==> src/rtl/commit_unit.sv <==
// Retires the ROB head: registered register-file writes for non-stores, and a small
// IDLE/WRITE/ACK FSM that drives the data-memory write port for stores.
module commit_unit #(
  parameter int unsigned ROB_SIZE      = 8,
  parameter int unsigned STORE_LATENCY = 2,
  // iType encoding of conditional branches; these retire without writing the register file
  parameter logic [3:0]  BRANCH_ITYPE  = 4'd4,
  localparam int         ROB_IX        = $clog2(ROB_SIZE) - 1
) (
  input  logic            clk_in,
  input  logic            rst_in,
  input  logic            commit_in,
  input  logic            store_valid_in,
  input  logic [ROB_IX:0] ix_in,
  input  logic [3:0]      iType_in,
  input  logic [31:0]     value_in,
  input  logic [31:0]     dest_in,
  input  logic            flush_in,
  output logic            store_read_out,
  output logic            rf_we_out,
  output logic [4:0]      rf_addr_out,
  output logic [31:0]     rf_data_out,
  output logic [ROB_IX:0] rf_rob_ix_out,
  output logic            mem_we_out,
  output logic [31:0]     mem_addr_out,
  output logic [31:0]     mem_data_out,
  output logic            busy_out,
  output logic [31:0]     retired_count_out
);

  localparam int unsigned CntW = (STORE_LATENCY > 1) ? $clog2(STORE_LATENCY) : 1;
  localparam logic [CntW-1:0] CntInit = CntW'(STORE_LATENCY - 1);

  typedef enum logic [1:0] {
    StIdle,
    StWrite,
    StAck
  } state_e;

  state_e          state_q;
  logic [CntW-1:0] cnt_q;

  logic commit_ok;
  logic rf_write;
  logic store_start;
  logic store_done;

  // A flush masks the retiring instruction; commit wins over a simultaneous store.
  assign commit_ok   = commit_in && !flush_in;
  assign rf_write    = commit_ok && (iType_in != BRANCH_ITYPE) && (dest_in[4:0] != 5'd0);
  assign store_start = (state_q == StIdle) && store_valid_in && !commit_in && !flush_in;
  assign store_done  = (state_q == StWrite) && (cnt_q == '0);

  always_ff @(posedge clk_in) begin
    if (rst_in) begin
      state_q           <= StIdle;
      cnt_q             <= '0;
      store_read_out    <= 1'b0;
      rf_we_out         <= 1'b0;
      rf_addr_out       <= '0;
      rf_data_out       <= '0;
      rf_rob_ix_out     <= '0;
      mem_we_out        <= 1'b0;
      mem_addr_out      <= '0;
      mem_data_out      <= '0;
      busy_out          <= 1'b0;
      retired_count_out <= '0;
    end else begin
      // Register-file path runs independently of the store FSM.
      rf_we_out <= rf_write;
      if (commit_ok) begin
        rf_rob_ix_out <= ix_in;
        rf_addr_out   <= dest_in[4:0];
        rf_data_out   <= value_in;
      end

      // A store counts as retired on the edge that raises its acknowledge pulse.
      retired_count_out <= retired_count_out + 32'(commit_ok) + 32'(store_done);

      unique case (state_q)
        StIdle: begin
          if (store_start) begin
            mem_addr_out <= dest_in;
            mem_data_out <= value_in;
            mem_we_out   <= 1'b1;
            cnt_q        <= CntInit;
            busy_out     <= 1'b1;
            state_q      <= StWrite;
          end
        end
        StWrite: begin
          if (cnt_q != '0) begin
            cnt_q <= cnt_q - 1'b1;
          end else begin
            mem_we_out     <= 1'b0;
            store_read_out <= 1'b1;
            state_q        <= StAck;
          end
        end
        StAck: begin
          // The ROB pops the store on this edge, so the next IDLE sees a fresh head.
          store_read_out <= 1'b0;
          busy_out       <= 1'b0;
          state_q        <= StIdle;
        end
        default: begin
          mem_we_out     <= 1'b0;
          store_read_out <= 1'b0;
          busy_out       <= 1'b0;
          state_q        <= StIdle;
        end
      endcase
    end
  end

endmodule

==> config.mk <==
export PLATFORM = sky130hd
export DESIGN_NAME = commit_unit
export DESIGN_NICKNAME = d
export VERILOG_FILES = /design/src/rtl/commit_unit.sv
export SDC_FILE = /design/constraint.sdc
export NUM_CORES = 1
export LEC_CHECK = 0
export CAP_MARGIN = 20
export CORE_UTILIZATION = 46
export CTS_CLUSTER_DIAMETER = 60
export DETAILED_ROUTE_END_ITERATION = 8
export PLACE_DENSITY = 0.87
export SYNTH_ARGS = -nofsm -noshare
export SYNTH_HDL_FRONTEND = slang
export SYNTH_SLANG_ARGS = --single-unit
==> constraint.sdc <==
create_clock -name clk_in -period 6 [get_ports clk_in]
set_clock_uncertainty 0.1 [all_clocks]
set_input_delay 1.2 -clock clk_in [delete_from_list [all_inputs] [get_ports clk_in]]
set_output_delay 1.2 -clock clk_in [all_outputs]
set_load 0.02 [all_outputs]
# == Word level (Yosys, flattened, before mapping) ==
# Cells that the tools add are included.
# totals
wordCells,53
reg_bits,143
# classes
n_mux,11
add_sub_neg,3
bitwise_logic,4
eq_ne,5
reduce_logical,18
# op_table
cell,n
32-bit by 1-bit adder with 32-bit output,2
2-bit AND reduction,5
1-bit logical AND,7
1-bit one-hot mux with 2 select lines,3
5-bit nonzero test,1
1-bit 2-to-1 mux,4
2-bit 2-to-1 mux,2
2-bit inequality test (second input constant),2
4-bit by 3-bit inequality test with 1-bit output (second input constant),1
1-bit inverter,4
2-bit one-hot mux with 2 select lines,1
1-bit one-hot mux with 3 select lines,1
3-bit AND reduction,1
2-bit by 1-bit equality test with 1-bit output (second input constant),1
2-bit equality test (second input constant),1
1-bit logical NOT,2
2-bit logical NOT,1
2-bit nonzero test,1
1-bit subtractor (second input constant),1

# == Logic depth before layout (Yosys ltp) ==
# logic_depth
ltp_word,6
ltp_mapped,11
depth_no_buf,9

# == Worst setup path after synthesis ==
# No wires, ideal clock.
# synth_path
path_kind,input -> register
from,in flush_in
to,reg retired_count_out[24]
setup_ns,0.070
setup_slack_ns,2.286
path_stages,11
t_arrival_ns,3.543
required_ns,5.830
n_path_buf,3
path_cell_list,nand2b_1 clkbuf_1 inv_1 clkbuf_1 fa_1 ha_1 nand3_1 or4_4 buf_6 or4_1 a21oi_1
# synth_between
elab_chain_len,4
# synth_rtl
item,line,rtl
from (decl),18,"input logic flush_in,"
1-bit logical NOT,49,assign commit_ok = commit_in && !flush_in;
1-bit logical AND,49,
via commit_ok,43,logic commit_ok;
32-bit by 1-bit adder with 32-bit output (2 in a row),78,retired_count_out <= retired_count_out + 32'(commit_ok) + 32'(store_done);
to (signal assigned),78,
to (decl),28,output logic [31:0] retired_count_out
# The timed path passes the listed nets, and every way through them passes these cells.
# A chain may end at the register's enable or synchronous reset.

# == Worst setup path in the final report ==
# layout_path
from,in commit_in
to,reg retired_count_out[21]
# layout_between
elab_chain_len,3
# layout_rtl
item,line,rtl
from (decl),12,"input logic commit_in,"
1-bit logical AND,49,
32-bit by 1-bit adder with 32-bit output (2 in a row),78,
# Every way passes these cells.

==> impl_metrics.json <==
{
  "status": "complete, no violations",
  "hold_violations": 0,
  "cts_resized": 0,
  "p_sw_frac": 0.242,
  "synth_nets": 734,
  "die_w_um": 109,
  "drv_cap": 0,
  "relSlewSlack": 0.514,
  "synth_edf_count": 0,
  "synth_top_cell_by_area": "dfxtp_1",
  "async_reset_ff_frac": 0,
  "cts-root-buf": "clkbuf_16",
  "dieArea_sq_um": 12000,
  "required_ps": 6240,
  "core_sq_um": 11000,
  "report.final.slew_viol_count": 0,
  "drc": 0,
  "dr_total_vias": 5335,
  "crit_type": "input port to flop",
  "crit_arrival_ps": 3990,
  "power_switching_w": 0.000550,
  "leakage_nw": 2.76,
  "setup_slack_ps": 2250,
  "drive_gt1_frac": 0.0589,
  "gr-total-overflow": 0,
  "drt-wirelength-per-cell_um": 15.6,
  "internal_power_w": 0.00172,
  "tightestPinTransition_ps": 729,
  "grt_pass1_vias": 5043,
  "routed_via_density": 5.30,
  "seq_area_frac_synth": 0.539,
  "first_iter_violations": 345,
  "post_cts_buffers": 0,
  "syn_area_per_cell_sq_um": 8.09,
  "worstSetupStartpointType": "input port",
  "ys.warnings.count": 0,
  "fin_nets": 931,
  "cts_buffer_depth": 2,
  "synth_top_area_share": 0.539,
  "place_hpwl_um": 10500,
  "numCtsBuffers": 17,
  "grt_start_max_net_pins": 109,
  "cts_hold_buf": 0,
  "cts_sinks": 143,
  "period_minus_slack_ps": 3750,
  "setup_viol": 0,
  "rsz0062_at_grt": "no",
  "initial_utilization": 0.481,
  "clockPowerShare": 0.460,
  "place_ws_ps": 1840,
  "core.rowCount": 38,
  "antenna_cells": 0,
  "htreeDepth": 4,
  "syn-instance-count": 656,
  "peakVddDrop_mv": 0.179,
  "hold_path.class": "flop to flop",
  "seq_power_share": 0.439,
  "gp_congestion": 0.819,
  "clkTransAtPathRegs_ps": 60,
  "comb_power_share": 0.102,
  "clk_latency_ps": 420,
  "cts_tree": "built",
  "postRouteAntennaNets": 0,
  "dr.pass1.iters": 4,
  "syn2layout_area_growth_pct": 52.9,
  "antenna_found_initial": 0,
  "synthFlopType": "dfxtp_1",
  "io_pins": 216,
  "fin_setup_tns_ps": 0,
  "endpoint_kind": "flop",
  "fp.dieH_um": 109,
  "grt_pass1_wl_um": 23900,
  "synth_cell_type_count": 36,
  "grtUsageTotal": 0.258,
  "synth.area.top_cells": "dfxtp_1, nand2_1, a21oi_1",
  "powerDensity_nw_per_um2": 280,
  "syn_area_sq_um": 5310,
  "synth-seq-cells": 143,
  "fmax_ghz": 0.267,
  "netlist_top_cells_count": "nand2_1, dfxtp_1, a21oi_1",
  "cp_max_fo": 42,
  "portBuffers": 215,
  "yosysMostFrequentCell": "nand2_1",
  "min_period_over_period": 0.625,
  "wl_um": 15700
}
stage by stage:
stage	instance area [sq um]	hold WS, ps	power, W	utilization	instances
6_report	8120	351	0.00227	0.736	1006
5_1_grt	8120	368	0.00234	0.736	1006
4_1_cts	8090	355	0.00228	0.733	1005
3_5_place_dp	7500	346	0.00124	0.680	973
3_3_place_gp	7500	340	0.00124	0.680	973
2_1_floorplan	5310	336	0.00111	-	656
area by class of cell:
| type | instances | area [sq um] |
|---|---|---|
| Inverter | 11 | 41.3 |
| Timing Repair Buffer | 221 | 2210 |
| Clock inverter | 14 | 155 |
| Multi-Input combinational cell | 459 | 2230 |
| Clock buffer | 18 | 439 |
| Tap cell | 140 | 175 |
| Fill cell | 806 | 2910 |
| Sequential cell | 143 | 2860 |
layer usage:
metal,track usage,vias to the layer above,wire (um)
met5,0,-,0
met2,0.443,205,7870
met4,0.142,0,595
met3,0.0729,45,1180
met1,0.287,2494,6050
li1,-,2591,-
power groups by stage:
stage / Sequential [W] / Combinational, W / Clock [W]
after detailed placement: 0.00102 / 0.000227 / 0
after global placement: 0.00101 / 0.000223 / 0
final: 0.000995 / 0.000231 / 0.00104
after CTS: 0.000995 / 0.000229 / 0.00106
after floorplan: 0.00105 / 0.0000630 / 0
after global routing: 0.000998 / 0.000247 / 0.00110
sequential cells by signal, summed over array words and instances, names as in the netlist:
| name | cells |
|---|---|
| state_q | 2 |
| mem_addr_out | 32 |
| store_read_out | 1 |
| rf_we_out | 1 |
| rf_addr_out | 5 |
| busy_out | 1 |
| cnt_q | 1 |
| rf_data_out | 32 |
| mem_data_out | 32 |
| rf_rob_ix_out | 3 |
| mem_we_out | 1 |
| retired_count_out | 32 |
critical path: stages:
cell and delay (ps):
clkdlybuf4s50_1 500, nand2b_1 60, buf_4 260, inv_1 150, fa_1 230, nand4_1 240, or4_1 680, or4_1 470
a21oi_1 170
final timing paths:
kind	from	end	slack, ps	depth (start not counted)
worst min register to register	mem_data_out[13]	mem_data_out[13]	350	2
worst max register to register	state_q[0]	retired_count_out[21]	3140	8
worst min-delay path	mem_data_out[13]	mem_data_out[13]	350	2
worst max-delay path	commit_in	retired_count_out[21]	2250	9
cells by family after synthesis:
logic type | share of synthesized area
flops | 0.539
mux | 0.00212
buf+inv | 0.0413
fa+ha+maj | 0.00613
xor+xnor | 0.0165
simple gates | 0.248
compound gates | 0.147
cells in the final DEF, fill, tap and decap left out, types with 2 or more instances in the layout:
cell             instances
nand4_1                  5
nand3_1                  9
a21oi_1                127
bufinv_16                2
nand2b_1                 3
xnor2_1                  7
clkbuf_16               17
clkdlybuf4s50_1        214
buf_4                    6
nor4_1                   6
or4_4                    2
inv_1                   11
nor2_1                  15
clkinvlp_4               5
dfxtp_1                143
nand2_1                219
o21ai_0                  7
xor2_1                   3
nor2b_1                  4
or3_1                    7
or4_1                   14
inv_6                    4
o31ai_1                 11
nor3_1                   2
or2_2                    3
clkinv_4                 2
and3_1                   2
Power figures use the tool's default switching activity.
==> variant 1: new RTL, same settings <==
Remove the register `rf_we_out`: a continuous assignment takes its place, so the output `rf_we_out` follows one clock earlier.
--- a/src/rtl/commit_unit.sv
+++ b/src/rtl/commit_unit.sv
@@ -58,3 +58,2 @@
       store_read_out    <= 1'b0;
-      rf_we_out         <= 1'b0;
       rf_addr_out       <= '0;
@@ -69,3 +68,2 @@
       // Register-file path runs independently of the store FSM.
-      rf_we_out <= rf_write;
       if (commit_ok) begin
@@ -115,2 +113,4 @@
 
+  assign rf_we_out = rf_write;
+
 endmodule
Formal check against the unedited RTL: not equivalent (a bounded check fails within 4 cycles, from zero or initial values and one cycle with rst_in high).
==> variant 1 against the unedited design <==
Core utilization is 0.50 points higher; synthesized area is 0.40% lower; design area is 0.68% higher; wire length is 2.5% higher; sequential cell count is 1 lower; count of clock-buffer cells in the layout is 3 higher; sequential share of layout area is 0.48 points lower; worst setup slack worse by 0.23 ns; total power is 8.3% higher; first-iteration DRC count is 3.8% lower; synthesized cell count is 0.15% lower.
==> variant 1: results (changes against the unedited design) <==
run_status:
  outcome: "finished, final reports clean"
synth:
  postSynthAreaPerCell_um2: 8.071  # -0.25%
  yosys-top-cells-area: "dfxtp_1 54%, nand2_1 16%, a21oi_1 12%"
  synthDistinctLibCells: 35  # -2.8%
  syn_nets: 733  # -0.14%
  ys_seq_area_share_pct: 53.78  # -0.16 points
  synth_common_cells: "220 x nand2_1, 142 x dfxtp_1, 127 x a21oi_1, 40 x clkbuf_1, 15 x nor2_1"
worst_setup_path:
  setup.worst_path.start_class: "input pin"
  r2r_end: "retired_count_out[25]"
  r2r_slack_ns: 3.15  # about the same
  critical_path.startpoint: "dest_in[3]"
  critPathCapture: "rf_we_out"
  crit_path_max_fanout: 3  # -93%
  arrival_ns: 2.68  # -1.31 ns
  max_stage_delay_ns: 0.65  # -0.03 ns
  slowest_stage: "clkdlybuf4s50_1"
  crit_family: "buffers and inverters"
grt:
  grt_use_met1_pct: 29.36  # +0.68 points
  antenna_found_initial: 0  # unchanged
  first_global_vias: 5350  # +6.1%
  grt_max_degree: 92  # -16%
  grt.met2_usage_pct: 48.29  # +4.0 points
  grt_use_total_pct: 27.91  # +2.2 points
  use_met3_pct: 10.88  # +3.6 points
pwr:
  comb_power_share_pct: 9.4  # -0.8 points
  ir_worst_vdd_uv: 227.9  # +27%
  internal_power_mw: 1.926  # +12%
  p_leak_nw: 2.797  # +1.3%
  p_total_mw: 2.459  # +8.3%
  pwr-share-clk_pct: 50.4  # +4.4 points
drt:
  wl_um: 16100  # +2.5%
  wl_per_cell_um: 16.03  # +2.7%
  via_per_inst: 5.337  # +0.63%
  wl_met2_um: 8169  # +3.8%
  first_pass_iters: 7  # +3
  drt_first_iter_violations: 332  # -3.8%
  wl_met1_um: 5989  # -1.1%
sta:
  max_slew.worst_pin.slew_ns: 0.9074  # +0.1788 ns
  period_minus_slack_ns: 3.978  # +0.2308 ns
  holdWs_ns: 0.3507  # -0.0001840 ns
cts:
  cts-htree-levels: 4  # unchanged
  clock_latency_ns: 0.42  # about the same
hold_path:
  min_to: "rf_data_out[2]"
  hp-start: "rf_data_out[2]"
placement:
  dp_slack_ns: 1.750  # -0.08856 ns
  dp_cells: 972  # -0.10%
  placed_cell_area_um2: 7477  # -0.25%
  dpl.hpwl_um: 10960  # +4.0%
finish:
  final_layout_size_suffix_gt1_share_pct: 5.671  # -0.22 points
  fin_nets: 929  # -0.21%
-- variant 1: cell types whose count changed in the layout (fill, tap and decap cells not counted), moves of 2 or more --
cell        delta
bufinv_16      +5
clkbuf_1       +2
clkinvlp_4     -3
inv_6          -4
clkinv_4       -2
-- variant 1: layout make-up --
type	count	area [um^2]
clock buffer	21	460.4
multi-input combinational	459	2231
tap	140	175.2
timing repair buffer	220	2187
inverter	11	41.29
fill	819	2858
clock inverter	11	235.2
sequential	142	2843
-- variant 1: logic make-up (layout without fill, tap and decap cells) --
group | after synthesis | after routing | share of synthesized area (%)
AO/OA/AOI/OAI | 149 | 149 | 14.86
AND/OR/NAND/NOR | 297 | 297 | 24.73
XOR/XNOR | 10 | 10 | 1.657
flip-flops | 142 | 142 | 53.78
buffers and inverters | 54 | 263 | 4.142
adder cells (fa/ha/maj) | 2 | 2 | 0.6154
multiplexers | 1 | 1 | 0.2130
==> variant 2: new RTL, config.mk and constraints unchanged <==
Made on the original files. The parameter `STORE_LATENCY` goes from 2 to 4.
--- a/src/rtl/commit_unit.sv
+++ b/src/rtl/commit_unit.sv
@@ -4,3 +4,3 @@
   parameter int unsigned ROB_SIZE      = 8,
-  parameter int unsigned STORE_LATENCY = 2,
+  parameter int unsigned STORE_LATENCY = 4,
   // iType encoding of conditional branches; these retire without writing the register file
Function: changed (Yosys sat finds a counterexample within 4 cycles, from zero or initial values and one cycle with rst_in high).
==> variant 2 against the unedited design <==
Wire length is 2.4% higher; synthesized area hardly changed; count of clock-buffer cells in the layout is 1 higher; sequential cell count is 1 higher; worst setup slack worse by 0.56 ns; non-clock buffer count is 1 lower; global-route usage is 0.97 points higher; fmax is 13% lower; sequential share of layout area is 0.51 points higher; total power is 2.6% lower; design area is 0.74% lower.
==> variant 2: results (changes against the unedited design) <==
drt:
  drt_first_iter_violations: 481  # +39%
  first_pass_iters: 7  # +3
  wl_um: 16070  # +2.4%
pwr:
  p_leak_nw: 2.780  # +0.70%
  ir_worst_vdd_uv: 199.8  # +12%
worst_setup_path:
  r2r-start: "cnt_q[0]"
  arrival_ns: 4.54  # +0.55 ns
  r2r_cells: 10  # +2
  r2r_slack_ns: 3.11  # -0.03 ns
  r2r_end: "retired_count_out[28]"
finish:
  fin_nets: 929  # -0.21%
  fin_cells: 1003  # -0.30%
  final_layout_size_suffix_gt1_share_pct: 5.214  # -0.67 points
synth:
  async_flop_share_pct: 0  # unchanged
  synth_mux_area_share_pct: 0  # -0.21 points
  synth_compound_area_share_pct: 14.45  # -0.21 points
  synth_common_cells: "218 x nand2_1, 144 x dfxtp_1, 124 x a21oi_1, 41 x clkbuf_1, 16 x nor2_1"
  synth-xor-area-share_pct: 1.816  # +0.17 points
  synthAdderAreaFrac_pct: 0.8489  # +0.24 points
  ys_seq_area_share_pct: 54.33  # +0.39 points
  syn_nets: 736  # +0.27%
  synthDistinctLibCells: 35  # -2.8%
  yosys-top-cells-area: "dfxtp_1 54%, nand2_1 15%, a21oi_1 12%"
  postSynthAreaPerCell_um2: 8.077  # -0.18%
grt:
  grt_max_degree: 81  # -26%
  grt_pass1_wl_um: 24610  # +3.1%
placement:
  place.gp.congestion: 0.8100  # -1.1%
  dp_slack_ns: 1.341  # -0.4981 ns
  dpl.hpwl_um: 10880  # +3.2%
  dp_cells: 971  # -0.21%
  placed_cell_area_um2: 7501  # about the same
run_status:
  outcome: "finished, final reports clean"
sta:
  holdWs_ns: 0.3506  # -0.0003380 ns
  fin_ws_ns: 1.692  # -0.5601 ns
  max_slew.worst_pin.slew_ns: 0.8810  # +0.1524 ns
hold_path:
  hp-start: "rf_addr_out[4]"
  min_to: "rf_addr_out[4]"
cts:
  clk_pin_slew_ns: 0.06  # about the same
variant 2: cells by family (layout without fill, tap and decap cells):
group | Yosys count | count (layout)
and+or+nand+nor | 301 | 301
AOI/OAI and AO/OA | 146 | 146
DFF | 144 | 144
buffers and inverters | 52 | 258
xor gates and xnor gates | 11 | 11
adders and majority gates | 3 | 3
variant 2: worst max path at each step:
| stage | end | start | cells past startpoint | slack [ns] |
|---|---|---|---|---|
| 3_3_place_gp | retired_count_out[26] | flush_in | 11 | 1.44 |
| 6_report | retired_count_out[28] | flush_in | 11 | 1.69 |
| 5_1_grt | retired_count_out[28] | flush_in | 11 | 1.52 |
| 2_1_floorplan | retired_count_out[26] | flush_in | 11 | 2.29 |
| 3_5_place_dp | retired_count_out[28] | flush_in | 11 | 1.34 |
| 4_1_cts | retired_count_out[28] | flush_in | 11 | 1.73 |
variant 2: where the power goes:
| group | internal [mW] | switching (mW) | leakage [nW] |
|---|---|---|---|
| Combinational | 0.113 | 0.120 | 1.34 |
| Sequential | 0.987 | 0.0171 | 1.17 |
| Clock | 0.558 | 0.415 | 0.265 |
| Total | 1.66 | 0.553 | 2.78 |
variant 2: critical path, cell delays in order:
cell	delay [ns]
clkdlybuf4s50_1	0.42
nand2b_2	0.19
buf_4	0.26
inv_1	0.09
buf_4	0.40
fa_1	0.31
ha_1	0.22
nand3_1	0.15
or4_1	0.58
or4_1	0.52
a21oi_1	0.17
variant 2: metal layers:
metal	vias up	routed length [um]	GRT usage, %
met2	211	8166	47.84
met5	-	0	0
met1	2552	6288	29.54
li1	2595	-	-
met3	24	1267	7.410
met4	0	349	11.52
variant 2: area by class of cell:
cell class | instances | area [um^2]
timing repair buffer | 220 | 2187
inverter | 6 | 22.52
sequential | 144 | 2883
clock inverter | 13 | 103.9
tap | 140 | 175.2
fill | 832 | 2973
multi-input combinational | 461 | 2233
clock buffer | 19 | 452.9
